==> src/rtl/readout_rx_pkg.sv <==
// readout_rx_pkg: scheduler FSM encoding and SDU measurement result constants
package readout_rx_pkg;
  typedef enum logic [2:0] {
    ST_IDLE,
    ST_ARM,
    ST_COUNT,
    ST_FINISH,
    ST_WAIT_RES
  } sched_state_t;
  localparam logic MEAS_RESULT_GROUND  = 1'b0;
  localparam logic MEAS_RESULT_EXCITED = 1'b1;
endpackage

==> src/rtl/rr_arbiter_param.sv <==
// rr_arbiter_param: combinational round-robin pick over req with a registered start pointer
//   clk, rst_n : clock, synchronous active-low reset (pointer back to 0)
//   req        : request vector
//   en         : allows a grant this cycle
//   update     : commit pointer to granted id + 1 (wrapping)
//   grant, id  : one-hot grant and its encoded index; any = some request granted
module rr_arbiter_param
  import readout_rx_pkg::*;
#(
  parameter int NUM_QUBIT      = 4,
  parameter int QUBIT_ID_WIDTH = 2
) (
  input  logic                      clk,
  input  logic                      rst_n,
  input  logic [NUM_QUBIT-1:0]      req,
  input  logic                      en,
  input  logic                      update,
  output logic [NUM_QUBIT-1:0]      grant,
  output logic [QUBIT_ID_WIDTH-1:0] id,
  output logic                      any
);
  logic [QUBIT_ID_WIDTH-1:0] ptr, idx;
  always_comb begin
    grant = '0;
    id    = '0;
    any   = 1'b0;
    idx   = '0;
    for (int k = 0; k < NUM_QUBIT; k++) begin
      idx = QUBIT_ID_WIDTH'((int'(ptr) + k) % NUM_QUBIT);
      if (en && !any && req[idx]) begin
        any        = 1'b1;
        grant[idx] = 1'b1;
        id         = idx;
      end
    end
  end
  always_ff @(posedge clk)
    if (!rst_n) ptr <= '0;
    else if (update) ptr <= (id == QUBIT_ID_WIDTH'(NUM_QUBIT - 1)) ? '0 : id + 1'b1;
endmodule

==> src/rtl/readout_rx_meas_window_scheduler.sv <==
// readout_rx_meas_window_scheduler: shares one state-decision unit among qubit requesters
//   clk, rst_n                    : clock, synchronous active-low reset
//   req_in / grant_out            : level requests, one-hot grant pulse
//   sample_*_in                   : demodulated I/Q stream
//   sdu_start/finish_count_out    : SDU arm and end-of-window pulses
//   sdu_valid/i/q_out             : registered, window-gated samples to the SDU
//   sdu_valid_meas_result_in, sdu_meas_result_in : SDU decision
//   result_*_out                  : one-cycle tagged result (timeout flagged)
//   busy_out                      : high outside IDLE
module readout_rx_meas_window_scheduler
  import readout_rx_pkg::*;
#(
  parameter int NUM_QUBIT      = 4,
  parameter int QUBIT_ID_WIDTH = 2,
  parameter int DATA_WIDTH     = 16,
  parameter int WINDOW_LEN     = 1024,
  parameter int WIN_CNT_WIDTH  = 16,
  parameter int TIMEOUT_CYCLES = 70000,
  parameter int TIMEOUT_WIDTH  = 17
) (
  input  logic                      clk,
  input  logic                      rst_n,
  input  logic [NUM_QUBIT-1:0]      req_in,
  output logic [NUM_QUBIT-1:0]      grant_out,
  input  logic                      sample_valid_in,
  input  logic [DATA_WIDTH-1:0]     sample_i_in,
  input  logic [DATA_WIDTH-1:0]     sample_q_in,
  output logic                      sdu_start_count_out,
  output logic                      sdu_finish_count_out,
  output logic                      sdu_valid_out,
  output logic [DATA_WIDTH-1:0]     sdu_i_out,
  output logic [DATA_WIDTH-1:0]     sdu_q_out,
  input  logic                      sdu_valid_meas_result_in,
  input  logic                      sdu_meas_result_in,
  output logic                      result_valid_out,
  output logic [QUBIT_ID_WIDTH-1:0] result_qubit_id_out,
  output logic                      result_out,
  output logic                      result_timeout_out,
  output logic                      busy_out
);
  sched_state_t              state, state_nxt;
  logic [QUBIT_ID_WIDTH-1:0] id_q, arb_id;
  logic [WIN_CNT_WIDTH-1:0]  win_cnt;
  logic [TIMEOUT_WIDTH-1:0]  tmo_cnt;
  logic                      arb_en, arb_any, take, last, tmo_hit;
  logic                      res_fire, res_bit, res_tmo;
  // The result cycle itself is kept free of grants so windows are separated by an idle cycle.
  assign arb_en  = rst_n && state == ST_IDLE && !result_valid_out;
  assign take    = state == ST_COUNT && sample_valid_in;
  assign last    = take && win_cnt == WIN_CNT_WIDTH'(WINDOW_LEN - 1);
  // The timeout counter already runs during FINISH, so the deadline lands TIMEOUT_CYCLES after the finish pulse.
  assign tmo_hit = tmo_cnt >= TIMEOUT_WIDTH'(TIMEOUT_CYCLES - 1);
  assign sdu_start_count_out  = state == ST_ARM;
  assign sdu_finish_count_out = state == ST_FINISH;
  assign busy_out             = state != ST_IDLE;
  rr_arbiter_param #(
    .NUM_QUBIT     (NUM_QUBIT),
    .QUBIT_ID_WIDTH(QUBIT_ID_WIDTH)
  ) u_arb (
    .clk   (clk),
    .rst_n (rst_n),
    .req   (req_in),
    .en    (arb_en),
    .update(arb_any),
    .grant (grant_out),
    .id    (arb_id),
    .any   (arb_any)
  );
  always_ff @(posedge clk)
    state <= !rst_n ? ST_IDLE : state_nxt;
  always_comb begin
    state_nxt = state;
    res_fire  = 1'b0;
    res_bit   = MEAS_RESULT_GROUND;
    res_tmo   = 1'b0;
    case (state)
      ST_IDLE:   state_nxt = arb_any ? ST_ARM : ST_IDLE;
      ST_ARM:    state_nxt = ST_COUNT;
      ST_COUNT:  state_nxt = last ? ST_FINISH : ST_COUNT;
      ST_FINISH: state_nxt = ST_WAIT_RES;
      ST_WAIT_RES: begin
        res_fire  = sdu_valid_meas_result_in || tmo_hit;
        res_bit   = sdu_valid_meas_result_in ? sdu_meas_result_in : MEAS_RESULT_GROUND;
        res_tmo   = !sdu_valid_meas_result_in && tmo_hit;
        state_nxt = res_fire ? ST_IDLE : ST_WAIT_RES;
      end
      default:   state_nxt = ST_IDLE;
    endcase
  end
  always_ff @(posedge clk)
    if (!rst_n) begin
      id_q                <= '0;
      win_cnt             <= '0;
      tmo_cnt             <= '0;
      sdu_valid_out       <= 1'b0;
      sdu_i_out           <= '0;
      sdu_q_out           <= '0;
      result_valid_out    <= 1'b0;
      result_qubit_id_out <= '0;
      result_out          <= 1'b0;
      result_timeout_out  <= 1'b0;
    end else begin
      id_q                <= arb_any ? arb_id : id_q;
      win_cnt             <= state == ST_ARM ? '0 : take ? win_cnt + 1'b1 : win_cnt;
      tmo_cnt             <= (state == ST_FINISH || state == ST_WAIT_RES) ? tmo_cnt + 1'b1 : '0;
      sdu_valid_out       <= take;
      sdu_i_out           <= take ? sample_i_in : sdu_i_out;
      sdu_q_out           <= take ? sample_q_in : sdu_q_out;
      result_valid_out    <= res_fire;
      result_qubit_id_out <= res_fire ? id_q : '0;
      result_out          <= res_fire && res_bit;
      result_timeout_out  <= res_tmo;
    end
endmodule
==> config.mk <==
export PLATFORM = sky130hd
export DESIGN_NAME = readout_rx_meas_window_scheduler
export DESIGN_NICKNAME = d
export VERILOG_FILES = /design/src/rtl/readout_rx_pkg.sv /design/src/rtl/rr_arbiter_param.sv /design/src/rtl/readout_rx_meas_window_scheduler.sv
export SDC_FILE = /design/constraint.sdc
export NUM_CORES = 1
export LEC_CHECK = 0
export ABC_AREA = 1
export CAP_MARGIN = 0
export CORE_MARGIN = 4
export CORE_UTILIZATION = 53
export DETAILED_ROUTE_END_ITERATION = 8
export PLACE_DENSITY = 0.84
export SYNTH_ARGS = -nofsm -noshare
export SYNTH_HDL_FRONTEND = slang
export SYNTH_SLANG_ARGS = --single-unit
==> constraint.sdc <==
create_clock -name clk -period 3.4 [get_ports clk]
set_input_delay 0.68 -clock clk [delete_from_list [all_inputs] [get_ports clk]]
set_output_delay 0.68 -clock clk [all_outputs]
set_load 0.01 [all_outputs]
==> results.json <==
{
  "pre_cts_ws_ns": 0.0483,
  "grt_max_degree": 41,
  "relSlewSlack_pct": 72.5,
  "clock_power_share_pct": 23.8,
  "nets": 619,
  "gp_congestion": 1.00,
  "syn_nets": 530,
  "netlist-cell-type-count": 36,
  "grt_usage_pct": 21.6,
  "drive_above_1_share_pct": 10.6,
  "core_area_sq_um": 6460,
  "status": "completed",
  "synth_top_area_share_pct": 43.4,
  "grt_pass1_vias": 3315,
  "diodes": 0,
  "yosysSeqAreaShare_pct": 43.4,
  "cts_max_level": 3,
  "setup_violations": 0,
  "first_pass_iters": 5,
  "dp_hpwl_um": 6320,
  "worst-slew-pin-transition_ns": 0.412,
  "hold_viol": 0,
  "die_area_sq_um": 8180,
  "power.density_nw_per_um2": 615,
  "switching_share_pct": 35.3,
  "critPathLaunchType": "input port",
  "path_max_fanout": 6,
  "synth-seq-cells": 78,
  "max_freq_mhz": 337,
  "worst_slack_ns": 0.434,
  "num_rows": 29,
  "fin_skew_ns": 0.0137,
  "fin_area_sq_um": 4760,
  "overflow": 0,
  "wl_um": 8630,
  "final_max_slew_viol_count": 0,
  "timing.final.crit_period_ns": 2.97,
  "post-cts-setup-buffers": 0,
  "synth_area_sq_um": 3600,
  "dpl.cell_count": 638,
  "critPathKind": "in -> out",
  "root_buffer": "clkbuf_8",
  "dpl_cell_area_sq_um": 4550,
  "period_share_pct": 87.2,
  "power.internal_w": 0.00189,
  "peakVddDrop_uv": 412,
  "antenna_left": 0,
  "dieHeight_um": 90.4,
  "avgRoutedWirePerCell_um": 13.2,
  "rsz0062_at_grt": "false",
  "p_comb_share_pct": 39.1,
  "clk_pin_slew_ns": 0.07,
  "p_leak_nw": 1.88,
  "start_util_pct": 55.8,
  "crit_arrival_ns": 2.29,
  "drc": 0,
  "crit_path_end_kind": "output port",
  "synth.avg_cell_area_sq_um": 7.46,
  "syn_to_final_growth_pct": 32.2,
  "fin_setup_tns_ns": 0,
  "hp-class": "reg -> reg",
  "via_count": 3419,
  "synthCells": 483,
  "cts_buffer_depth": 2,
  "fin_util_pct": 73.7,
  "maxCapViolCount": 0,
  "cts_tree": "yes",
  "die_w_um": 90.4,
  "io_pins": 86,
  "p_switching_w": 0.00103,
  "sequentialPowerShare_pct": 37.1,
  "cts_sinks": 78,
  "viasPerCell": 5.24,
  "cts_buffers": 9,
  "final_cell_count_no_fill": 653,
  "fill_cells": 524,
  "antenna_found_initial": 0,
  "synth_warnings": 0,
  "port_buffers": 85,
  "drtIter0Drc": 165,
  "synthTopCellsByArea": "dfxtp_1 43%, nor2_1 10%, o21ai_0 6.5%",
  "yosysTopAreaCell": "dfxtp_1",
  "worstPathRequired_ns": 2.72,
  "insertion_delay_ns": 0.35,
  "grt_pass1_wl_um": 14600
}
-- per-stage QoR --
stage          total power, W  hold WS [ns]
2_1_floorplan         0.00179         0.416
3_3_place_gp          0.00221         0.431
3_5_place_dp          0.00224         0.434
4_1_cts               0.00294         0.446
5_1_grt               0.00312         0.478
6_report              0.00293         0.442
-- cell type report --
class / instances / area (sq um) / share of cell area [%]
Multi-Input combinational cell: 335 / 1780 / 37.3
Timing Repair Buffer: 92 / 913 / 19.2
Clock buffer: 12 / 155 / 3.26
Tap cell: 77 / 96.3 / 2.02
Sequential cell: 78 / 1560 / 32.8
Clock inverter: 3 / 43.8 / 0.920
Inverter: 56 / 213 / 4.47
-- flip-flops by register name, indices dropped and copies added (netlist names), 2 cells and up, named ones only --
| register | cells |
|---|---|
| win_cnt | 16 |
| sdu_q_out | 16 |
| state | 3 |
| tmo_cnt | 17 |
| id_q | 2 |
| result_qubit_id_out | 2 |
| sdu_i_out | 16 |
-- cells by family (layout without fill, tap and decap cells) --
kind of cell,after synthesis,in the layout,share of synthesized area [%]
flip-flops,78,78,43.4
AND/OR/NAND/NOR,235,235,31.9
adder cells (fa/ha/maj),6,6,2.08
buffers and inverters,70,163,7.40
XOR/XNOR,12,12,2.92
AO/OA/AOI/OAI,82,82,12.3
-- synthesized netlist by cell type --
cell type and number:
nor2_1 96, nor3_1 10, nor3_2 3, clkbuf_1 13, a221oi_1 1, o21a_1 1
dfxtp_1 78, inv_2 4, nor4_1 3, nand3_4 1, inv_1 50, nor2_4 6
clkinv_2 2, o21ai_1 3, ha_1 6, o22ai_1 4, nand4_4 1, buf_2 1
or2_0 1, a211oi_1 1, nor2_2 5, nand3_1 19, nand3_2 5, nand2_2 6
nand4_1 8, and3_1 1, o211ai_1 2, a21oi_1 22, o21ai_0 47, xor2_1 5
nand2_1 62, nand4_2 2, o21bai_4 1, nor3b_1 5, nor4_2 1, xnor2_1 7
-- worst paths after layout --
path                              from                           endpoint  slack [ns]  depth (start not counted)
setup / recovery             req_in[1]                       grant_out[1]        0.43                         10
hold / removal    id_q[1]$_SDFFE_PN0P_  result_qubit_id_out[1]$_SDFF_PN0_        0.44                          2
setup reg to reg   state[1]$_SDFF_PN0_           win_cnt[15]$_SDFFE_PP0P_        1.47                         11
hold reg to reg   id_q[1]$_SDFFE_PN0P_  result_qubit_id_out[1]$_SDFF_PN0_        0.44                          2
-- what timing repair did --
action	4_1_cts	5_1_grt
setup endpoints to repair	0	4
hold buffers	0	0
resized for setup	0	7
-- power groups by stage --
| stage | clock (W) | combinational [W] | sequential (W) |
|---|---|---|---|
| global route | 0.000746 | 0.00127 | 0.00110 |
| global placement | 0 | 0.00111 | 0.00110 |
| floorplan | 0 | 0.000649 | 0.00114 |
| CTS | 0.000709 | 0.00114 | 0.00109 |
| finish | 0.000697 | 0.00114 | 0.00108 |
| detailed placement | 0 | 0.00114 | 0.00111 |
-- critical path, cell delays in order --
cell and delay, ns:
clkdlybuf4s50_1 0.48, nand2_1 0.09, nand3_1 0.11, nand2_2 0.10
nand4_2 0.14, clkinv_2 0.12, nor2_4 0.11, nand2_1 0.10
o21ai_0 0.17, dlymetal6s2s_1 0.18
-- cell usage in the layout, fill, tap and decap left out, types with 6 or more instances in the layout --
master	instances
nor2_4	6
o21ai_0	47
a21oi_1	22
nand4_1	8
dfxtp_1	78
nor2_2	6
buf_4	7
clkdlybuf4s50_1	81
nand2_2	6
nor3_1	10
nor2_1	95
nand3_1	19
nand2_1	62
xnor2_1	7
inv_1	49
clkbuf_8	11
-- metal layers --
metal	part of all wire (%)	global-route usage (%)	wire, um	vias up
met2	46	36.6	3980	133
met4	1.4	6.38	117	0
met1	41	22.8	3510	1525
li1	-	-	-	1748
met3	12	12.2	1030	13
met5	0	0	0	-
Power figures use the tool's default switching activity.
